File: src/rtl/button_cmd_queue_pkg.sv
// Shared definitions for the button command queue: command codes, button indices,
// FSM state types and a counter-width helper.
package button_cmd_queue_pkg;

  localparam int unsigned CMD_WIDTH     = 3;
  localparam int unsigned EV_W          = 4;
  localparam int unsigned IDX_W         = 2;

  localparam int unsigned BTN_IDLE      = 0;
  localparam int unsigned BTN_ADVANCE   = 1;
  localparam int unsigned BTN_READ_CELL = 2;
  localparam int unsigned BTN_SEED      = 3;

  typedef enum logic [CMD_WIDTH-1:0] {
    CMD_IDLE      = 3'd0,
    CMD_ADVANCE   = 3'd1,
    CMD_READ_CELL = 3'd2,
    CMD_SEED      = 3'd3
  } cmd_e;

  typedef enum logic {
    Q_EMPTY = 1'b0,
    Q_FULL  = 1'b1
  } q_state_e;

  typedef enum logic [1:0] {
    RPT_REL = 2'd0,
    RPT_DLY = 2'd1,
    RPT_RPT = 2'd2
  } rpt_state_e;

  // Width of a counter that must hold 0..n-1 (at least one bit).
  function automatic int unsigned cnt_width(input int unsigned n);
    return (n < 2) ? 1 : $clog2(n);
  endfunction

endpackage

File: src/rtl/button_repeater.sv
// Auto-repeat for a held level: one tick after REPEAT_DELAY_TICKS, then one every
// REPEAT_PERIOD_TICKS until the level drops.
module button_repeater
  import button_cmd_queue_pkg::*;
#(
  parameter int unsigned REPEAT_DELAY_TICKS  = 50_000_000,
  parameter int unsigned REPEAT_PERIOD_TICKS = 10_000_000
) (
  input  logic clk,
  input  logic reset_n,
  input  logic level_in,
  output logic tick_out
);

  localparam int unsigned MAX_TICKS = (REPEAT_DELAY_TICKS > REPEAT_PERIOD_TICKS) ?
                                      REPEAT_DELAY_TICKS : REPEAT_PERIOD_TICKS;
  localparam int unsigned CNT_W = cnt_width(MAX_TICKS);
  localparam logic [CNT_W-1:0] DLY_LAST = CNT_W'(REPEAT_DELAY_TICKS - 1);
  localparam logic [CNT_W-1:0] PER_LAST = CNT_W'(REPEAT_PERIOD_TICKS - 1);

  rpt_state_e       r_state;
  rpt_state_e       w_state_nxt;
  logic [CNT_W-1:0] r_cnt;
  logic [CNT_W-1:0] w_cnt_nxt;
  logic             r_tick;
  logic             w_tick_nxt;

  always_ff @(posedge clk or negedge reset_n) begin
    if (!reset_n) begin
      r_state <= RPT_REL;
      r_cnt   <= '0;
      r_tick  <= 1'b0;
    end else begin
      r_state <= w_state_nxt;
      r_cnt   <= w_cnt_nxt;
      r_tick  <= w_tick_nxt;
    end
  end

  always_comb begin
    w_state_nxt = r_state;
    w_cnt_nxt   = r_cnt;
    w_tick_nxt  = 1'b0;
    unique case (r_state)
      RPT_REL: begin
        if (level_in) begin
          w_state_nxt = RPT_DLY;
          w_cnt_nxt   = '0;
        end
      end
      RPT_DLY: begin
        if (!level_in) begin
          w_state_nxt = RPT_REL;
          w_cnt_nxt   = '0;
        end else if (r_cnt == DLY_LAST) begin
          w_state_nxt = RPT_RPT;
          w_cnt_nxt   = '0;
          w_tick_nxt  = 1'b1;
        end else begin
          w_cnt_nxt = r_cnt + CNT_W'(1);
        end
      end
      RPT_RPT: begin
        if (!level_in) begin
          w_state_nxt = RPT_REL;
          w_cnt_nxt   = '0;
        end else if (r_cnt == PER_LAST) begin
          w_cnt_nxt  = '0;
          w_tick_nxt = 1'b1;
        end else begin
          w_cnt_nxt = r_cnt + CNT_W'(1);
        end
      end
      default: begin
        w_state_nxt = RPT_REL;
        w_cnt_nxt   = '0;
      end
    endcase
  end

  assign tick_out = r_tick;

endmodule

File: src/rtl/switch_debouncer.sv
// Synchronises raw switches and only changes a debounced level after SAMPLES_COUNT
// consecutive disagreeing samples taken every TICKS_PER_SAMPLE clocks.
module switch_debouncer
  import button_cmd_queue_pkg::*;
#(
  parameter int unsigned WIDTH            = 4,
  parameter int unsigned SAMPLES_COUNT    = 5,
  parameter int unsigned TICKS_PER_SAMPLE = 1_000_000
) (
  input  logic             clk,
  input  logic             reset_n,
  input  logic [WIDTH-1:0] i_sw,
  output logic [WIDTH-1:0] o_sw_db
);

  localparam int unsigned TICK_W = cnt_width(TICKS_PER_SAMPLE);
  localparam int unsigned SAMP_W = cnt_width(SAMPLES_COUNT);
  localparam logic [TICK_W-1:0] TICK_LAST = TICK_W'(TICKS_PER_SAMPLE - 1);
  localparam logic [SAMP_W-1:0] SAMP_LAST = SAMP_W'(SAMPLES_COUNT - 1);

  logic [WIDTH-1:0]             r_sync1;
  logic [WIDTH-1:0]             r_sync2;
  logic [WIDTH-1:0]             r_level;
  logic [TICK_W-1:0]            r_tick_cnt;
  logic [WIDTH-1:0][SAMP_W-1:0] r_run;
  logic                         w_sample;

  assign w_sample = (r_tick_cnt == TICK_LAST);

  // Level resets high (treated as pressed) so a button held through reset is
  // never mistaken for a fresh press.
  always_ff @(posedge clk or negedge reset_n) begin
    if (!reset_n) begin
      r_sync1    <= '0;
      r_sync2    <= '0;
      r_level    <= '1;
      r_tick_cnt <= '0;
      r_run      <= '0;
    end else begin
      r_sync1    <= i_sw;
      r_sync2    <= r_sync1;
      r_tick_cnt <= w_sample ? '0 : r_tick_cnt + TICK_W'(1);
      if (w_sample) begin
        for (int i = 0; i < int'(WIDTH); i++) begin
          if (r_sync2[i] == r_level[i]) begin
            r_run[i] <= '0;
          end else if (r_run[i] == SAMP_LAST) begin
            r_level[i] <= ~r_level[i];
            r_run[i]   <= '0;
          end else begin
            r_run[i] <= r_run[i] + SAMP_W'(1);
          end
        end
      end
    end
  end

  assign o_sw_db = r_level;

endmodule

File: src/rtl/button_cmd_queue.sv
// Pushbuttons to life-engine commands on a valid/ready port, with ADVANCE auto-repeat,
// ADVANCE coalescing into a pending command, and a sticky dropped flag.
module button_cmd_queue
  import button_cmd_queue_pkg::*;
#(
  parameter int unsigned N_BUTTONS           = 4,
  parameter int unsigned SAMPLES_COUNT       = 5,
  parameter int unsigned TICKS_PER_SAMPLE    = 1_000_000,
  parameter int unsigned REPEAT_DELAY_TICKS  = 50_000_000,
  parameter int unsigned REPEAT_PERIOD_TICKS = 10_000_000,
  parameter int unsigned ARG_WIDTH           = 32,
  parameter logic [31:0] SEED_VALUE          = 32'hcafebabe
) (
  input  logic                 clk,
  input  logic                 reset_n,
  input  logic [N_BUTTONS-1:0] buttons,
  output logic [CMD_WIDTH-1:0] cmd,
  output logic [ARG_WIDTH-1:0] cmd_arg0,
  output logic                 cmd_valid,
  input  logic                 cmd_ready,
  output logic                 dropped,
  input  logic                 clr_dropped
);

  localparam int unsigned N_USED = (N_BUTTONS < EV_W) ? N_BUTTONS : EV_W;
  localparam logic [ARG_WIDTH-1:0] SEED_ARG = ARG_WIDTH'(SEED_VALUE);
  localparam logic [ARG_WIDTH-1:0] ARG_MAX  = '1;

  logic [N_BUTTONS-1:0] w_db;
  logic [N_USED-1:0]    r_db_prev;
  logic [N_USED-1:0]    r_armed;
  logic [N_USED-1:0]    r_rise;
  logic                 w_rpt_level;
  logic                 w_tick;

  logic [EV_W-1:0]      w_ev;
  logic                 w_ev_valid;
  logic                 w_ev_multi;
  logic [IDX_W-1:0]     w_ev_idx;
  cmd_e                 w_ev_cmd;
  logic [ARG_WIDTH-1:0] w_ev_arg;

  q_state_e             r_state;
  q_state_e             w_state_nxt;
  cmd_e                 r_cmd;
  cmd_e                 w_cmd_nxt;
  logic [ARG_WIDTH-1:0] r_arg;
  logic [ARG_WIDTH-1:0] w_arg_nxt;
  logic                 r_dropped;
  logic                 w_drop_set;

  switch_debouncer #(
    .WIDTH            (N_BUTTONS),
    .SAMPLES_COUNT    (SAMPLES_COUNT),
    .TICKS_PER_SAMPLE (TICKS_PER_SAMPLE)
  ) u_debounce (
    .clk     (clk),
    .reset_n (reset_n),
    .i_sw    (buttons),
    .o_sw_db (w_db)
  );

  assign w_rpt_level = w_db[BTN_ADVANCE] & r_armed[BTN_ADVANCE];

  button_repeater #(
    .REPEAT_DELAY_TICKS  (REPEAT_DELAY_TICKS),
    .REPEAT_PERIOD_TICKS (REPEAT_PERIOD_TICKS)
  ) u_repeat (
    .clk      (clk),
    .reset_n  (reset_n),
    .level_in (w_rpt_level),
    .tick_out (w_tick)
  );

  // A button arms only after a debounced release, so only a real 0->1 fires.
  always_ff @(posedge clk or negedge reset_n) begin
    if (!reset_n) begin
      r_db_prev <= '0;
      r_armed   <= '0;
      r_rise    <= '0;
    end else begin
      r_armed   <= r_armed | ~w_db[N_USED-1:0];
      r_db_prev <= w_db[N_USED-1:0];
      r_rise    <= w_db[N_USED-1:0] & ~r_db_prev & r_armed;
    end
  end

  // Event vector, lowest-index priority and command mapping.
  always_comb begin
    w_ev                = '0;
    w_ev[N_USED-1:0]    = r_rise;
    w_ev[BTN_ADVANCE]   = w_ev[BTN_ADVANCE] | w_tick;
    w_ev_valid          = |w_ev;
    w_ev_multi          = |(w_ev & (w_ev - EV_W'(1)));
    w_ev_idx            = '0;
    for (int i = int'(EV_W) - 1; i >= 0; i--) begin
      if (w_ev[i]) w_ev_idx = IDX_W'(i);
    end
    w_ev_cmd = CMD_IDLE;
    w_ev_arg = '0;
    case (w_ev_idx)
      IDX_W'(BTN_ADVANCE):   begin w_ev_cmd = CMD_ADVANCE;   w_ev_arg = ARG_WIDTH'(1); end
      IDX_W'(BTN_READ_CELL): begin w_ev_cmd = CMD_READ_CELL; w_ev_arg = '0;            end
      IDX_W'(BTN_SEED):      begin w_ev_cmd = CMD_SEED;      w_ev_arg = SEED_ARG;      end
      default:               begin w_ev_cmd = CMD_IDLE;      w_ev_arg = '0;            end
    endcase
  end

  always_ff @(posedge clk or negedge reset_n) begin
    if (!reset_n) begin
      r_state   <= Q_EMPTY;
      r_cmd     <= CMD_IDLE;
      r_arg     <= '0;
      r_dropped <= 1'b0;
    end else begin
      r_state <= w_state_nxt;
      r_cmd   <= w_cmd_nxt;
      r_arg   <= w_arg_nxt;
      if (w_drop_set) begin
        r_dropped <= 1'b1;
      end else if (clr_dropped) begin
        r_dropped <= 1'b0;
      end
    end
  end

  // Output slot: handshake with a new event reloads without a bubble.
  always_comb begin
    w_state_nxt = r_state;
    w_cmd_nxt   = r_cmd;
    w_arg_nxt   = r_arg;
    w_drop_set  = w_ev_multi;
    unique case (r_state)
      Q_EMPTY: begin
        if (w_ev_valid) begin
          w_state_nxt = Q_FULL;
          w_cmd_nxt   = w_ev_cmd;
          w_arg_nxt   = w_ev_arg;
        end
      end
      Q_FULL: begin
        if (cmd_ready) begin
          if (w_ev_valid) begin
            w_cmd_nxt = w_ev_cmd;
            w_arg_nxt = w_ev_arg;
          end else begin
            w_state_nxt = Q_EMPTY;
          end
        end else if (w_ev_valid) begin
          if ((w_ev_cmd == CMD_ADVANCE) && (r_cmd == CMD_ADVANCE)) begin
            if (r_arg == ARG_MAX) begin
              w_drop_set = 1'b1;
            end else begin
              w_arg_nxt = r_arg + ARG_WIDTH'(1);
            end
          end else begin
            w_drop_set = 1'b1;
          end
        end
      end
      default: begin
        w_state_nxt = Q_EMPTY;
      end
    endcase
  end

  assign cmd       = r_cmd;
  assign cmd_arg0  = r_arg;
  assign cmd_valid = (r_state == Q_FULL);
  assign dropped   = r_dropped;

endmodule

File: config.mk
export PLATFORM = sky130hd
export DESIGN_NAME = button_cmd_queue
export DESIGN_NICKNAME = d
export VERILOG_FILES = /design/src/rtl/button_cmd_queue_pkg.sv /design/src/rtl/button_repeater.sv /design/src/rtl/switch_debouncer.sv /design/src/rtl/button_cmd_queue.sv
export SDC_FILE = /design/constraint.sdc
export NUM_CORES = 1
export LEC_CHECK = 0
export ABC_AREA = 1
export CAP_MARGIN = 20
export CORE_MARGIN = 4
export CORE_UTILIZATION = 52
export CTS_BUF_LIST = sky130_fd_sc_hd__clkbuf_8
export CTS_CLUSTER_DIAMETER = 40
export DETAILED_ROUTE_END_ITERATION = 10
export GPL_TIMING_DRIVEN = 0
export PLACE_DENSITY_LB_ADDON = 0.12
export SETUP_SLACK_MARGIN = 0.4
export SLEW_MARGIN = 20
export SYNTH_ARGS = -nofsm -noshare
export SYNTH_HDL_FRONTEND = slang
export SYNTH_SLANG_ARGS = --single-unit
File: constraint.sdc
create_clock -name clk -period 2.2 [get_ports clk]
set_clock_uncertainty 0.15 [all_clocks]
set_input_delay 0.44 -clock clk [delete_from_list [all_inputs] [get_ports clk]]
set_output_delay 0.44 -clock clk [all_outputs]
set_load 0.02 [all_outputs]
=== Word level (Yosys, flattened, before mapping) ===
Index checks and enable logic that the tools add are counted.

* Register bits: 122
* Bits of input ports: 8
* Output and inout port bits: 37
* Logic and storage cells: 133

* Add/sub/neg operators: 8
* Equality and inequality tests: 26
* Muxes and demuxes: 50
* Bitwise gates (word level): 17
* Reduce and logical (&&, ||, !) cells: 11

{| class="wikitable"
|+ Operators with widths
! operator !! number
|-
| 32-bit 2-to-1 mux || 5
|-
| 26-bit 2-to-1 mux || 5
|-
| 32-bit case mux with 2 select lines || 2
|-
| 26-bit case mux with 3 select lines || 1
|-
| 32-bit by 1-bit adder with 32-bit output (second input constant) || 1
|-
| 32-bit equality test (second input constant) || 1
|-
| 3-bit 2-to-1 mux || 10
|-
| 26-bit by 1-bit adder with 26-bit output (second input constant) || 1
|-
| 26-bit by 24-bit equality test with 1-bit output (second input constant) || 1
|-
| 26-bit equality test (second input constant) || 1
|-
| 20-bit by 1-bit adder with 20-bit output (second input constant) || 1
|-
| 20-bit equality test (second input constant) || 1
|-
| 20-bit 2-to-1 mux || 1
|-
| 3-bit AND reduction || 6
|-
| 2-bit 2-to-1 mux || 8
|-
| 1-bit 2-to-1 mux || 13
|-
| 3-bit by 1-bit adder with 3-bit output (second input constant) || 4
|-
| 4-bit bitwise AND || 3
|-
| 3-bit equality test (second input constant) || 4
|-
| 2-bit case mux with 3 select lines || 2
|-
| 3-bit != test (second input constant) || 3
|-
| 1-bit inverter || 9
|-
| 4-bit inverter || 2
|-
| 4-bit OR reduction || 2
|-
| 16 further kinds || 25
|}

=== Longest topological paths before layout ===
* Word-level depth: 13
* Depth in mapped cells: 12
* Depth with buffers taken out: 12

=== By module ===
From an unflattened synthesis, not the netlist that was laid out.

* Cell total of the unflattened synthesis: 1141
* Area total of the unflattened synthesis: 7788.7 um^2

{| class="wikitable"
|+ By module, submodules not included
! module !! instances !! cells an instance !! area an instance (um^2) !! seq. area each (um^2)
|-
| button_cmd_queue || 1 || 463 || 3110.5 || 1201.2
|-
| switch_debouncer || 1 || 297 || 2407.3 || 1106.1
|-
| button_repeater || 1 || 381 || 2270.9 || 725.7
|}

=== Worst setup path before layout ===
OpenSTA, ideal clock, no wires.

* Path type: register to register
* Start point: register r_arg[0] (netlist: cmd_arg0[0])
* End point: register r_arg[31] (netlist: cmd_arg0[31])
* Library setup time: 117 ps
* Arrival: 1670 ps
* Required time: 1933 ps
* Setup slack: 263 ps
* Cell stages (with the launch flop): 12
* Path buffers: 1
* Period minus slack after synthesis: 1937 ps
* Cell sequence: dfrtp_1 > ha_1 > nand2_2 > nor2_4 > nand2_2 > nor2_8 > nand3_4 > nand2_4 > inv_4 > buf_6 > nand3_2 > nand2_1

* Word-level cells in the longest chain between the ends: 6
* Elaborated cells between the ends (all ways): 9
* Classes of those cells: add/sub: 1; eq/ne: 2; mux: 5; reduce/logical: 1

{| class="wikitable"
|+ Ends and longest elaborated chain
! element !! line !! RTL
|-
| start, declared || button_cmd_queue.sv:47 || <nowiki>logic [ARG_WIDTH-1:0] r_arg;</nowiki>
|-
| start signal, assigned || button_cmd_queue.sv:118 || <nowiki>r_arg <= w_arg_nxt;</nowiki>
|-
| 32-bit by 1-bit adder with 32-bit output || button_cmd_queue.sv:154 || <nowiki>w_arg_nxt = r_arg + ARG_WIDTH'(1);</nowiki>
|-
| 32-bit 2-to-1 mux || button_cmd_queue.sv:151 || <nowiki>if (r_arg == ARG_MAX) begin</nowiki>
|-
| 32-bit 2-to-1 mux || button_cmd_queue.sv:150 || <nowiki>if ((w_ev_cmd == CMD_ADVANCE) && (r_cmd == CMD_ADVANCE)) begin</nowiki>
|-
| 32-bit 2-to-1 mux || button_cmd_queue.sv:149 || <nowiki>end else if (w_ev_valid) begin</nowiki>
|-
| 32-bit 2-to-1 mux || button_cmd_queue.sv:142 || <nowiki>if (cmd_ready) begin</nowiki>
|-
| 32-bit case mux with 2 select lines || button_cmd_queue.sv:133 || <nowiki>unique case (r_state)</nowiki>
|}

Several ways; a longest one is shown, not always the timed one. The select of a mux whose other input is x is not followed.
A chain may end at the register's enable or synchronous reset.

=== Worst setup path in the final report ===
* Start point: register u_repeat.r_cnt[20]
* End point: register u_repeat.r_cnt[16]

* Word-level cells in the longest chain between the ends: 4
* Elaborated cells between the ends (all ways): 7
* Classes of those cells: eq/ne: 2; mux: 5

{| class="wikitable"
|+ Ends and longest elaborated chain
! element !! line !! RTL
|-
| start, declared || button_repeater.sv:23 || <nowiki>logic [CNT_W-1:0] r_cnt;</nowiki>
|-
| start signal, assigned || button_repeater.sv:35 || <nowiki>r_cnt <= w_cnt_nxt;</nowiki>
|-
| 26-bit by 24-bit equality test with 1-bit output / 26-bit equality test (equally long branches) || button_repeater.sv:67, button_repeater.sv:55 ||
|-
| 26-bit 2-to-1 mux, on equally long branches || button_repeater.sv:67, button_repeater.sv:55 ||
|-
| 26-bit 2-to-1 mux, on equally long branches || button_repeater.sv:64, button_repeater.sv:52 ||
|-
| 26-bit case mux with 3 select lines * || button_repeater.sv:44 || <nowiki>unique case (r_state)</nowiki>
|}

Every way passes the cells marked *; elsewhere a longest branch is shown, timed or not.

==> reports/results.tsv <==
metric	value	unit
number of buffers added on ports	43	
switching power	1.450	mW
DRC viols	0	
Arr. time, crit path	2010	ps
FMAX	547.6	MHz
final hold violation count	0	
Crit Path Class	flop to flop	
I/O Pins	45	
number of synthesized flops with an enable pin	0	
crit path from	u_repeat.r_cnt[20]$_DFFE_PN0P_	
TritonCTS sink count	121	
total die area	15920	um2
register area share after synthesis	0.4178	
Core Region	13450	um2
share of post-route cells with drive strength above 1	0.3135	
crit-path max FO	5	
# nets final	1135	
Tot GR Track Use	0.2354	
Reg power frac	0.491	
CTS Buf Count	17	
PwrDens	512.4	nW/um2
Post-synth top cells	282 x nand2_1, 117 x dfrtp_1, 117 x inv_1, 117 x nor2_1, 67 x nand3_1	
Worst Hold Class	flop to flop	
CP Capture Type	flop	
net count after synthesis	994	
DIE WIDTH	126.2	um
min-delay src	u_debounce.r_sync1[0]$_DFF_PN0_	
CP startpoint kind	flop	
Pleak	4.361	nW
flops & latches, synth	121	
Post-Place Worst Slack	-242.1	ps
Synth Warn #	0	
# diodes	0	
Area Growth Syn to Fin	32.23	%
latest clock arrival within the worst-skew pair	450	ps
H-Tree Depth	4	
worst slew pin tran	640.8	ps
WP buf/inv	2	
detailed-router iteration count before antenna repair	6	
Reg-to-Reg Start	u_repeat.r_cnt[20]$_DFFE_PN0P_	
HPWL Detailed	12.12	mm
Syn Inst Count	972	
Inst Count DP	1192	
routability congestion estimate	0.9251	
antenna violations before repair	0	
count leader, synth	nand2_1	
1st-iter DRT viols	557	
die height	126.2	um
Layout Utilization	0.7135	
routed vias	6825	
ys flop type	dfrtp_1	
status	finished, final reports clean	
Switching Fraction	0.2948	
Yosys cell types	43	
delay-heaviest family, CP	simple AND/OR/NAND/NOR gates	
asr flop ratio synth	1.000	
vias per std cell	5.242	
Crit path largest cell delay	440	ps
Starting Density	0.5396	
vias in the first global route	6435	
Clock Power Share	0.389	
residual antenna-violating net count after detailed routing	0	
PnR worst setup slack	373.8	ps
clk buf depth	2	
Routed Wire Length	19.10	mm
Clock Root Buffer	clkbuf_8	
top cells by area, synth	dfrtp_1 40%, nand2_1 15%, inv_1 6.0%, nor2_1 6.0%, nand3_1 4.6%	
DR WL met3	808	um
Cell Count, Final, Fillers Out	1302	
CP Cell Sequence	nand2_1 -> nor2_2 -> nand2_1 -> nor2_1 -> nand3_2 -> nand2_2 -> nand2_4 -> nand2_8 -> buf_12 -> buf_12 -> o21ai_2	
Worst VDD drop	0.3021	mV
largest net degree at the start of global routing	67	
row count	42	
Total Power	4.919	mW
first-pass GRT wire length	30.66	mm
RSZ-0062 raised after global routing	true	
drt wl/cell	14.67	um
CP max-delay cell	dfrtp_1	
crit path time final	1826	ps
Fillers	1041	
met1 wire length	8.368	mm
area leader, netlist	dfrtp_1	
syn avg cell area	7.469	um2
Worst Path Required	2380	ps
Logic pwr share	0.121	
Rel. slew slack	0.5712	
highest metal used	met4	
number of max-cap violations	0	
Congestion Overflow GR	0	
met2 WL post-DR	9.470	mm
CTS tree	done	
internal power	3.469	mW
Final Cycle Share	0.8301	
synthesized area	7259	um2
area share of the largest cell type after synthesis	0.4033	
setup TNS	0	ps
Worst-path clk slew	80	ps
final setup vio count	0	
count of pins over their slew limit	0	
## final cells by class
cell class	count	area (um2)	share of cell area
Tap cell	176	220.2	0.02294
Multi-Input combinational cell	714	4193	0.4368
Buffer	18	175.2	0.01825
Sequential cell	121	3075	0.3204
Inverter	120	478.0	0.04979
Clock inverter	14	123.9	0.01290
Timing Repair Buffer	121	1086	0.1131
Clock buffer	18	247.7	0.02581
## stage by stage
step / area, um2 / hold WS, ps
6_report: 9599 / 205.6
5_1_grt: 9599 / 214.0
4_1_cts: 9014 / 204.6
3_5_place_dp: 7969 / 186.4
3_3_place_gp: 7940 / 182.3
2_1_floorplan: 7289 / -5.591
## cell families after synthesis
group / synth area share
other: 0.0005166
adder cells (fa/ha/maj): 0.02413
AND/OR/NAND/NOR: 0.3380
flip-flops: 0.4178
AO/OA/AOI/OAI: 0.08894
XOR/XNOR: 0.05188
buffers and inverters: 0.07877
## power by group through the flow
stage	sequential [mW]	combinational [mW]	clock [mW]
6_report	2.41	0.594	1.91
5_1_grt	2.43	0.658	2.06
4_1_cts	2.41	0.562	1.94
3_5_place_dp	2.45	0.562	0
3_3_place_gp	2.45	0.547	0
2_1_floorplan	2.50	0.244	0
## final timing paths
| kind | end | slack (ps) | cells after the start |
|---|---|---|---|
| min in group asynchronous | cmd_arg0[7]$_DFFE_PN0P_ | 370 | 2 |
| worst min-delay path | u_debounce.r_sync2[0]$_DFF_PN0_ | 210 | 0 |
| worst max-delay path | u_repeat.r_cnt[16]$_DFFE_PN0P_ | 370 | 11 |
| max in group asynchronous | u_debounce.o_sw_db[1]$_DFFE_PN1P_ | 790 | 3 |
| worst max register to register | u_repeat.r_cnt[16]$_DFFE_PN0P_ | 370 | 11 |
| worst min register to register | u_debounce.r_sync2[0]$_DFF_PN0_ | 210 | 0 |
## flip-flops by register name (all words and copies together), names as in the netlist, 4 cells and up
signal                 cells
r_db_prev                  4
r_armed                    4
u_debounce.r_tick_cnt     20
u_repeat.r_cnt            26
u_debounce.r_sync2         4
u_debounce.r_run          12
r_rise                     4
cmd_arg0                  32
u_debounce.o_sw_db         4
u_debounce.r_sync1         4
## placed cells by master (no fill, tap or decap), types with 5 or more instances in the layout
| cell type | n |
|---|---|
| nor3_1 | 14 |
| buf_2 | 11 |
| ha_1 | 11 |
| xor2_1 | 31 |
| clkbuf_2 | 9 |
| a21oi_1 | 17 |
| o21ai_1 | 11 |
| buf_12 | 5 |
| nand2_1 | 257 |
| dfrtp_2 | 34 |
| nor2_2 | 18 |
| o21ai_2 | 28 |
| inv_2 | 6 |
| xnor2_1 | 12 |
| clkdlybuf4s15_2 | 14 |
| nor2_4 | 18 |
| o21ai_0 | 38 |
| clkbuf_8 | 19 |
| nand2_4 | 7 |
| clkdlybuf4s50_1 | 6 |
| nand3_1 | 46 |
| nand4_1 | 20 |
| buf_4 | 70 |
| nand2_2 | 25 |
| nand3_2 | 21 |
| nor2_1 | 95 |
| dfrtp_1 | 83 |
| inv_1 | 111 |
| buf_6 | 7 |
| nand3_4 | 8 |
## layer usage
metal | track usage | up-vias
met5 | 0 | -
met4 | 0.08580 | 0
met1 | 0.3166 | 3216
li1 | - | 3381
met2 | 0.3840 | 190
met3 | 0.04107 | 38
## repair_timing
action,4_1_cts,5_1_grt
buffers inserted,38,35
hold buffers,1,0
endpoints found under the setup margin,125,120
pin swaps,18,47
hold endpoints to repair,53,0
gates cloned,4,0
gates resized for setup,160,159
Note: power is estimated with default switching activity, not from simulation.
